### src/rtl/fetch_sequencer.sv
// fetch_sequencer: single-outstanding instruction fetch into a prefetch FIFO,
// issuing one- and two-word instructions to decode with stall and redirect.
module fetch_sequencer #(
  parameter int          DEPTH    = 4,
  parameter logic [15:0] RESET_PC = 16'h0000,
  parameter logic [5:0]  OPC_LONG = 6'h00
) (
  input  logic        cpu_clk,
  input  logic        cpu_rst,
  output logic        imem_req,
  output logic [15:0] imem_addr,
  input  logic        imem_ack,
  input  logic [15:0] imem_rdata,
  input  logic        stall,
  input  logic        redirect,
  input  logic [15:0] redirect_pc,
  output logic [15:0] ins,
  output logic [15:0] ext,
  output logic        ins_en,
  output logic [15:0] pc
);
  localparam int AW = $clog2(DEPTH);
  localparam int CW = $clog2(DEPTH + 1);
  localparam logic [CW-1:0] FULL = CW'(DEPTH);
  typedef enum logic [1:0] {IDLE, FETCH, DROP} state_t;
  state_t state, state_nx;
  logic [15:0] mem [DEPTH];
  logic [AW-1:0] rd, wr;
  logic [CW-1:0] count, count_nx, pops;
  logic [15:0] fpc, fpc_nx, ipc, head, nxt;
  logic is_long, issue, push;
  function automatic logic [AW-1:0] wrap(input logic [AW-1:0] p, input logic [CW-1:0] n);
    return AW'((32'(p) + 32'(n)) % DEPTH);
  endfunction
  // Issue only sees words already buffered; a same-cycle ack is usable next cycle.
  always_comb begin
    head     = mem[rd];
    nxt      = mem[wrap(rd, CW'(1))];
    is_long  = head[15:10] == OPC_LONG;
    push     = state == FETCH && imem_ack && !redirect;
    issue    = !stall && !redirect && (is_long ? count >= CW'(2) : count != '0);
    pops     = issue ? (is_long ? CW'(2) : CW'(1)) : '0;
    count_nx = redirect ? '0 : count + CW'(push) - pops;
    fpc_nx   = redirect ? redirect_pc : fpc + 16'(push);
  end
  always_ff @(posedge cpu_clk or negedge cpu_rst)
    if (!cpu_rst) state <= IDLE;
    else state <= state_nx;
  // A redirect over an unacked request must still wait out that request in DROP.
  always_comb begin
    state_nx = redirect ? ((imem_req && !imem_ack) ? DROP : FETCH) :
               state == IDLE  ? (count_nx < FULL ? FETCH : IDLE) :
               state == FETCH ? ((imem_ack && count_nx == FULL) ? IDLE : FETCH) :
               (imem_ack ? FETCH : DROP);
  end
  always_comb begin
    imem_req = state != IDLE;
  end
  always_ff @(posedge cpu_clk)
    if (push) mem[wr] <= imem_rdata;
  always_ff @(posedge cpu_clk or negedge cpu_rst)
    if (!cpu_rst) begin
      rd        <= '0;
      wr        <= '0;
      count     <= '0;
      fpc       <= RESET_PC;
      ipc       <= RESET_PC;
      imem_addr <= RESET_PC;
      ins       <= '0;
      ext       <= '0;
      ins_en    <= 1'b0;
      pc        <= RESET_PC;
    end else begin
      rd        <= redirect ? '0 : wrap(rd, pops);
      wr        <= redirect ? '0 : push ? wrap(wr, CW'(1)) : wr;
      count     <= count_nx;
      fpc       <= fpc_nx;
      ipc       <= redirect ? redirect_pc : ipc + 16'(pops);
      imem_addr <= state_nx == DROP ? imem_addr : fpc_nx;
      ins_en    <= issue;
      if (issue) begin
        ins <= head;
        ext <= is_long ? nxt : '0;
        pc  <= ipc;
      end
    end
endmodule

### config.mk
export PLATFORM = sky130hd
export DESIGN_NAME = fetch_sequencer
export DESIGN_NICKNAME = d
export VERILOG_FILES = /design/src/rtl/fetch_sequencer.sv
export SDC_FILE = /design/constraint.sdc
export NUM_CORES = 1
export LEC_CHECK = 0
export CAP_MARGIN = 20
export CORE_MARGIN = 8
export CORE_UTILIZATION = 52
export CTS_BUF_LIST = sky130_fd_sc_hd__clkbuf_2 sky130_fd_sc_hd__clkbuf_4 sky130_fd_sc_hd__clkbuf_8
export DETAILED_ROUTE_END_ITERATION = 10
export PLACE_DENSITY_LB_ADDON = 0.15
export SETUP_SLACK_MARGIN = 0.3
export SLEW_MARGIN = 40
export SYNTH_ARGS = -nofsm -noshare
export SYNTH_HDL_FRONTEND = slang
export SYNTH_SLANG_ARGS = --single-unit
### constraint.sdc
create_clock -name cpu_clk -period 4.9 [get_ports cpu_clk]
set_input_delay 0.98 -clock cpu_clk [delete_from_list [all_inputs] [get_ports cpu_clk]]
set_output_delay 0.98 -clock cpu_clk [all_outputs]
set_load 0.01 [all_outputs]
After elaboration in Yosys (flattened, before gate mapping)
Memory sizes are Yosys's and may differ from the RTL's.
Index checks and enable logic that the tools add are counted.
{"block": "classes", "add_sub_neg": 7, "n_mul": 0, "div": 0, "n_lt_le_gt_ge": 2, "eq_ne": 3, "n_shift": 0, "n_mux": 19, "bitwise_logic": 0, "n_reduce_logical": 14}
{"op": "2-to-1 mux 16 bit", "n": 3}
{"op": "2-to-1 mux 2 bit", "n": 10}
{"op": "adder 16 x 1 -> 16 bit", "n": 1}
{"op": "adder 16 x 2 -> 16 bit", "n": 1}
{"op": "logical AND 1 bit", "n": 6}
{"op": "logical NOT 6 bit", "n": 1}
{"op": "2-to-1 mux 1 bit", "n": 5}
{"op": "adder 2 x 1 -> 2 bit, second input constant", "n": 2}
{"op": "nonzero test 2 bit", "n": 2}
{"op": "adder 3 x 1 -> 3 bit", "n": 1}
{"op": "== test 3 bit, second input constant", "n": 1}
{"op": "greater-or-equal comparator 3 x 2 -> 1 bit, second input constant", "n": 1}
{"op": "logical NOT 1 bit", "n": 3}
{"op": "< comparator 3 bit, second input constant", "n": 1}
{"op": "2-to-1 mux 3 bit", "n": 1}
{"op": "nonzero test 3 bit", "n": 1}
{"op": "subtractor 3 x 2 -> 3 bit", "n": 1}
{"op": "adder 2 bit", "n": 1}
{"op": "== test 2 x 1 -> 1 bit, second input constant", "n": 1}
{"op": "== test 2 bit, second input constant", "n": 1}
{"op": "logical NOT 2 bit", "n": 1}
{"block": "totals", "ff_bits": 106, "latchBits": 0, "ramBits": 64, "mem_bits_ro": 0, "in_bits": 37, "out_inout_bits": 66, "word_cells": 57, "mem_count": 1}
{"memory": "mem", "words": 4, "width": 16, "rd": 2, "rd_clocked_by_memory_dff": 0, "write_ports": 1, "line": "27", "source": "logic [15:0] mem [DEPTH];"}

Longest topological paths before layout
An unclocked memory read counts as a cell.
{"block": "depth", "ltp_word": 14, "depth_mapped": 13, "ltp_nobuf": 11}

Worst setup path before layout
Ideal clock, no wire load.
{"block": "synth_path", "path_kind": "reg2reg", "startpoint": "register rd[0]", "endpoint": "register state[0]", "setup_time_ns": 0.124, "arrival_time_ns": 3.462, "t_required_ns": 4.776, "slack_ns": 1.313, "path_stages_with_launch": 13, "n_path_buf": 1, "period_less_slack_ns": 3.587, "cell_sequence": "dfrtp_1 -> buf_2 -> mux4_2 -> or4_4 -> o21a_1 -> ha_1 -> inv_1 -> ha_1 -> fa_1 -> nor2b_1 -> or3b_2 -> a21oi_1 -> a21oi_1"}
{"block": "synth_between", "elab_chain_len": 13, "elab_cells_between_ends": 16, "cone_classes": "add/sub: 1; order compare: 1; eq/ne: 1; mux: 9; reduce/logical: 3; memory: 1"}
{"item": "from (decl)", "line": "28", "source": "logic [AW-1:0] rd, wr;"}
{"item": "from (signal assigned)", "line": "74", "source": "rd <= redirect ? '0 : wrap(rd, pops);"}
{"item": "memory (4 x 16 bit) *"}
{"item": "logical NOT 6 bit *", "line": "39", "source": "is_long = head[15:10] == OPC_LONG;"}
{"item": "2-to-1 mux 1 bit", "line": "41", "source": "issue = !stall && !redirect && (is_long ? count >= CW'(2) : count != '0);"}
{"item": "logical AND 1 bit", "line": "41"}
{"item": "2-to-1 mux 2 bit *", "line": "42", "source": "pops = issue ? (is_long ? CW'(2) : CW'(1)) : '0;"}
{"item": "subtractor 3 x 2 -> 3 bit *", "line": "43", "source": "count_nx = redirect ? '0 : count + CW'(push) - pops;"}
{"item": "2-to-1 mux 3 bit *", "line": "43"}
{"item": "net count_nx[1]", "line": "29", "source": "logic [CW-1:0] count, count_nx, pops;"}
{"item": "== test 3 bit", "line": "53", "source": "state == FETCH ? ((imem_ack && count_nx == FULL) ? IDLE : FETCH) :"}
{"item": "logical AND 1 bit", "line": "53"}
{"item": "2-to-1 mux 1 bit", "line": "53"}
{"item": "2-to-1 mux 2 bit", "line": "53"}
{"item": "2-to-1 mux 2 bit *", "line": "52", "source": "state == IDLE ? (count_nx < FULL ? FETCH : IDLE) :"}
{"item": "2-to-1 mux 2 bit *", "line": "51", "source": "state_nx = redirect ? ((imem_req && !imem_ack) ? DROP : FETCH) :"}
{"item": "net state_nx[0]", "line": "26", "source": "state_t state, state_nx;"}
{"item": "to (signal assigned)", "line": "48", "source": "else state <= state_nx;"}
{"item": "to (decl)", "line": "26"}
The timed path passes the listed nets; every way through them passes the cells marked *.
A chain may end at the register's enable or synchronous reset.

Worst setup path in the final report
Ends and elaborated chain as after synthesis.

==> run_summary.xml <==
<?xml version="1.0" encoding="UTF-8"?>
<metrics>
  <group name="power">
    <metric name="sw_frac_of_total" unit="%">26.9</metric>
    <metric name="comb_power_share" unit="%">25.1</metric>
    <metric name="internal_power" unit="mW">2.94</metric>
    <metric name="power_per_cell_area" unit="nW/µm²">444</metric>
    <metric name="seqPwrFrac" unit="%">46.4</metric>
    <metric name="peakVddDrop" unit="mV">0.216</metric>
    <metric name="post-layout-total-power" unit="mW">4.02</metric>
    <metric name="pwr-share-clk" unit="%">28.6</metric>
    <metric name="p_leak" unit="nW">3.45</metric>
    <metric name="power.switching" unit="mW">1.08</metric>
  </group>
  <group name="run_status">
    <metric name="outcome" unit="">complete, no violations</metric>
  </group>
  <group name="placement">
    <metric name="placement.setup.worst_slack" unit="ps">840</metric>
    <metric name="post_dp_cell_area" unit="µm²">8590</metric>
    <metric name="numPlacedInstances" unit="">768</metric>
    <metric name="detailed_place_hpwl" unit="µm">11100</metric>
    <metric name="placement.io_buffers" unit="">102</metric>
    <metric name="routabilityCongestion" unit="">0.812</metric>
  </group>
  <group name="synthesis">
    <metric name="synth_top_flop_cell" unit="">sky130_fd_sc_hd__dfrtp_1</metric>
    <metric name="syn_nets" unit="">552</metric>
    <metric name="postSynthRegisterBits" unit="">170</metric>
    <metric name="postSynthCellCount" unit="">501</metric>
    <metric name="synth-edff-count" unit="">64</metric>
    <metric name="synth_seq_area_share" unit="%">61.9</metric>
    <metric name="yosysTopAreaCell" unit="">sky130_fd_sc_hd__dfrtp_1</metric>
    <metric name="synth_top_area_share" unit="%">35.9</metric>
    <metric name="synth_area_leaders" unit="">sky130_fd_sc_hd__dfrtp_1, sky130_fd_sc_hd__edfxtp_1, sky130_fd_sc_hd__mux4_2</metric>
    <metric name="synth.distinct_cells" unit="">44</metric>
    <metric name="asyncSetResetFlopFracSynth" unit="%">62.4</metric>
    <metric name="avg_inst_size_synth" unit="µm²">14.7</metric>
    <metric name="yosys_warnings" unit="">0</metric>
    <metric name="synth.cell_area" unit="µm²">7390</metric>
  </group>
  <group name="sta">
    <metric name="max_slew_margin" unit="%">43.8</metric>
    <metric name="setup_skew" unit="ps">11.6</metric>
    <metric name="finalHoldWorstSlack" unit="ps">497</metric>
    <metric name="timing.final.crit_share" unit="%">81.6</metric>
    <metric name="hold_viol_final" unit="">0</metric>
    <metric name="timing.setup.tns" unit="ps">0</metric>
    <metric name="final.min_clock_period" unit="ps">4000</metric>
    <metric name="clock.fmax" unit="MHz">250</metric>
    <metric name="setup-violations-final" unit="">0</metric>
    <metric name="final_critical_path_setup_slack" unit="ps">902</metric>
    <metric name="report.final.slew_viol_count" unit="">0</metric>
    <metric name="worst_pin_slew" unit="ps">843</metric>
    <metric name="rsz0062_at_grt" unit="">false</metric>
  </group>
  <group name="critical_path">
    <metric name="critical-path-max-stage-delay" unit="ps">590</metric>
    <metric name="crit_path_start_kind" unit="">flop</metric>
    <metric name="data_required_time_of_the_critical_path" unit="ps">5240</metric>
    <metric name="timing.critical_path.cells" unit="">buf_4 -&gt; mux4_2 -&gt; or2_2 -&gt; o21a_1 -&gt; ha_1 -&gt; inv_1 -&gt; ha_1 -&gt; fa_1 -&gt; nor2b_1 -&gt; or3b_2 -&gt; a21oi_1 -&gt; a21oi_1</metric>
    <metric name="cpMaxStageDelayCell" unit="">sky130_fd_sc_hd__dfrtp_2</metric>
    <metric name="worst_ep_arrival_time" unit="ps">4340</metric>
    <metric name="critPathCaptureType" unit="">flop</metric>
    <metric name="crit_path_max_fanout" unit="">23</metric>
    <metric name="critical_path_class" unit="">reg2reg</metric>
  </group>
  <group name="detailed_routing">
    <metric name="detail_route.drc_violations" unit="">0</metric>
    <metric name="firstDrtPassIters" unit="">4</metric>
    <metric name="drtAntennaViolNets" unit="">0</metric>
    <metric name="wl_per_cell" unit="µm">20.6</metric>
    <metric name="route.vias.total" unit="">4690</metric>
    <metric name="drt_iter0_drc" unit="">269</metric>
    <metric name="detail_route.wirelength" unit="µm">16400</metric>
    <metric name="via_density_per_instance" unit="">5.87</metric>
  </group>
  <group name="die">
    <metric name="coreArea" unit="µm²">13900</metric>
    <metric name="fp-row-count" unit="">43</metric>
    <metric name="die_area" unit="µm²">18300</metric>
    <metric name="floorplan.initialDensity" unit="%">53.2</metric>
    <metric name="fp.dieW" unit="µm">135</metric>
    <metric name="num_io_pins" unit="">103</metric>
    <metric name="fp.dieH" unit="µm">135</metric>
  </group>
  <group name="layout">
    <metric name="diodes" unit="">0</metric>
    <metric name="fin_cells" unit="">799</metric>
    <metric name="syn2layout_area_growth" unit="%">22.5</metric>
    <metric name="share_of_post_route_cells_with_drive_strength_above_1" unit="%">20.0</metric>
    <metric name="design_area" unit="µm²">9050</metric>
    <metric name="most_frequent_standard_cell_in_the_layout_excluding_fill_and_tap_cells" unit="">sky130_fd_sc_hd__dfrtp_1</metric>
    <metric name="mostFrequentLayoutCells" unit="">sky130_fd_sc_hd__dfrtp_1, sky130_fd_sc_hd__clkdlybuf4s50_1, sky130_fd_sc_hd__edfxtp_1, sky130_fd_sc_hd__mux2_2, sky130_fd_sc_hd__mux4_2</metric>
    <metric name="nets" unit="">658</metric>
    <metric name="layout.core_utilization" unit="%">65.2</metric>
  </group>
  <group name="clock_tree">
    <metric name="clk_path_buf_depth" unit="">2</metric>
    <metric name="clock_insertion_delay_worst_skew" unit="ps">460</metric>
    <metric name="h-tree-depth" unit="">4</metric>
    <metric name="cts_num_sinks" unit="">170</metric>
    <metric name="post-cts-setup-buffers" unit="">0</metric>
    <metric name="clk_pin_slew" unit="ps">90</metric>
    <metric name="tritoncts_clock_tree" unit="">built</metric>
    <metric name="clockRootBuffer" unit="">sky130_fd_sc_hd__clkbuf_8</metric>
    <metric name="cts.repair.resized" unit="">0</metric>
    <metric name="number_of_buffers_created_by_cts" unit="">17</metric>
    <metric name="cts-hold-fix-buffers" unit="">0</metric>
  </group>
  <group name="grt">
    <metric name="gr-total-overflow" unit="">0</metric>
    <metric name="maximum_number_of_pins_on_one_net_before_global_route_repair" unit="">73</metric>
    <metric name="number_of_antenna_violations_at_the_first_check_in_global_routing" unit="">0</metric>
    <metric name="grt_first_pass_wirelength" unit="µm">26000</metric>
    <metric name="first_global_vias" unit="">4924</metric>
    <metric name="gr-usage-all-layers" unit="%">18.7</metric>
  </group>
  <group name="min_path">
    <metric name="min-delay-path-class" unit="">reg2reg</metric>
  </group>
  <group name="run">
    <metric name="timing.max_cap.violations" unit="">0</metric>
  </group>
</metrics>
[synth_stat cells (all sizes together) (12+ instances only)]
cell type  number
edfxtp         64
mux4           32
mux2           38
xor2           14
nand2          16
inv            18
clkbuf         14
a21oi          18
a22o           16
dfrtp         106
ha             12
o21ai          22
nor2           28
[power by group through the flow]
| stage | logic (mW) | registers [mW] | clock network, mW |
|---|---|---|---|
| final | 1.01 | 1.86 | 1.15 |
| after global placement | 1.00 | 1.88 | 0 |
| after detailed placement | 1.02 | 1.89 | 0 |
| after floorplan | 0.472 | 1.92 | 0 |
| after global routing | 1.09 | 1.89 | 1.22 |
| after CTS | 1.03 | 1.86 | 1.16 |
[registers in the layout, summed over array words and instances (netlist names)]
signal	cells
mem	64
ext	16
fpc	16
imem_addr	16
ins	16
ipc	16
pc	16
count	3
rd	2
state	2
wr	2
ins_en	1
[logic make-up (layout without fill, tap and decap cells)]
| group | after synthesis | after routing | share of synthesized area [%] |
|---|---|---|---|
| DFF | 170 | 170 | 61.9 |
| and+or+nand+nor | 103 | 103 | 7.37 |
| AOI/OAI and AO/OA | 77 | 77 | 7.01 |
| muxes | 71 | 71 | 15.8 |
| buffers and inverters | 43 | 161 | 2.57 |
| xor gates and xnor gates | 23 | 23 | 2.73 |
| adders and majority gates | 14 | 14 | 2.57 |
[path summary, 6_finish.rpt]
kind / start / end / slack (ps) / cells after the start
min: imem_addr[15]$_DFFE_PN0P_ / imem_addr[15]$_DFFE_PN0P_ / 500 / 2
max: rd[0]$_DFF_PN0_ / state[0]$_DFF_PN0_ / 900 / 12
min reg2reg: imem_addr[15]$_DFFE_PN0P_ / imem_addr[15]$_DFFE_PN0P_ / 500 / 2
max in group asynchronous: cpu_rst / imem_addr[7]$_DFFE_PN0P_ / 3430 / 2
max reg2reg: rd[0]$_DFF_PN0_ / state[0]$_DFF_PN0_ / 900 / 12
min in group asynchronous: cpu_rst / ipc[8]$_DFF_PN0_ / 540 / 1
[critical path: cells and delay by family (launching register included)]
family | cells | cell delay, ps
flops | 1 | 590
simple gates | 3 | 930
compound gates | 3 | 450
buf+inv | 2 | 440
fa+ha+maj | 3 | 880
mux | 1 | 580
[cell type report]
class	count	area [µm²]
fillers	1031	4830
flip-flops and latches	170	4580
multi-input cells	288	2630
repair buffers	110	1080
clock buffers	17	234
clock inverters	14	226
well taps	180	225
inverters	20	77.6
[per-layer routing]
metal | GRT usage, % | up-vias | part of all wire, %
li1 | - | 2096 | -
met1 | 21.4 | 2400 | 40
met2 | 31.9 | 160 | 52
met3 | 4.78 | 34 | 5.9
met4 | 9.25 | 0 | 2.8
met5 | 0 | - | 0
No activity file was read; power rests on OpenSTA's default activity.
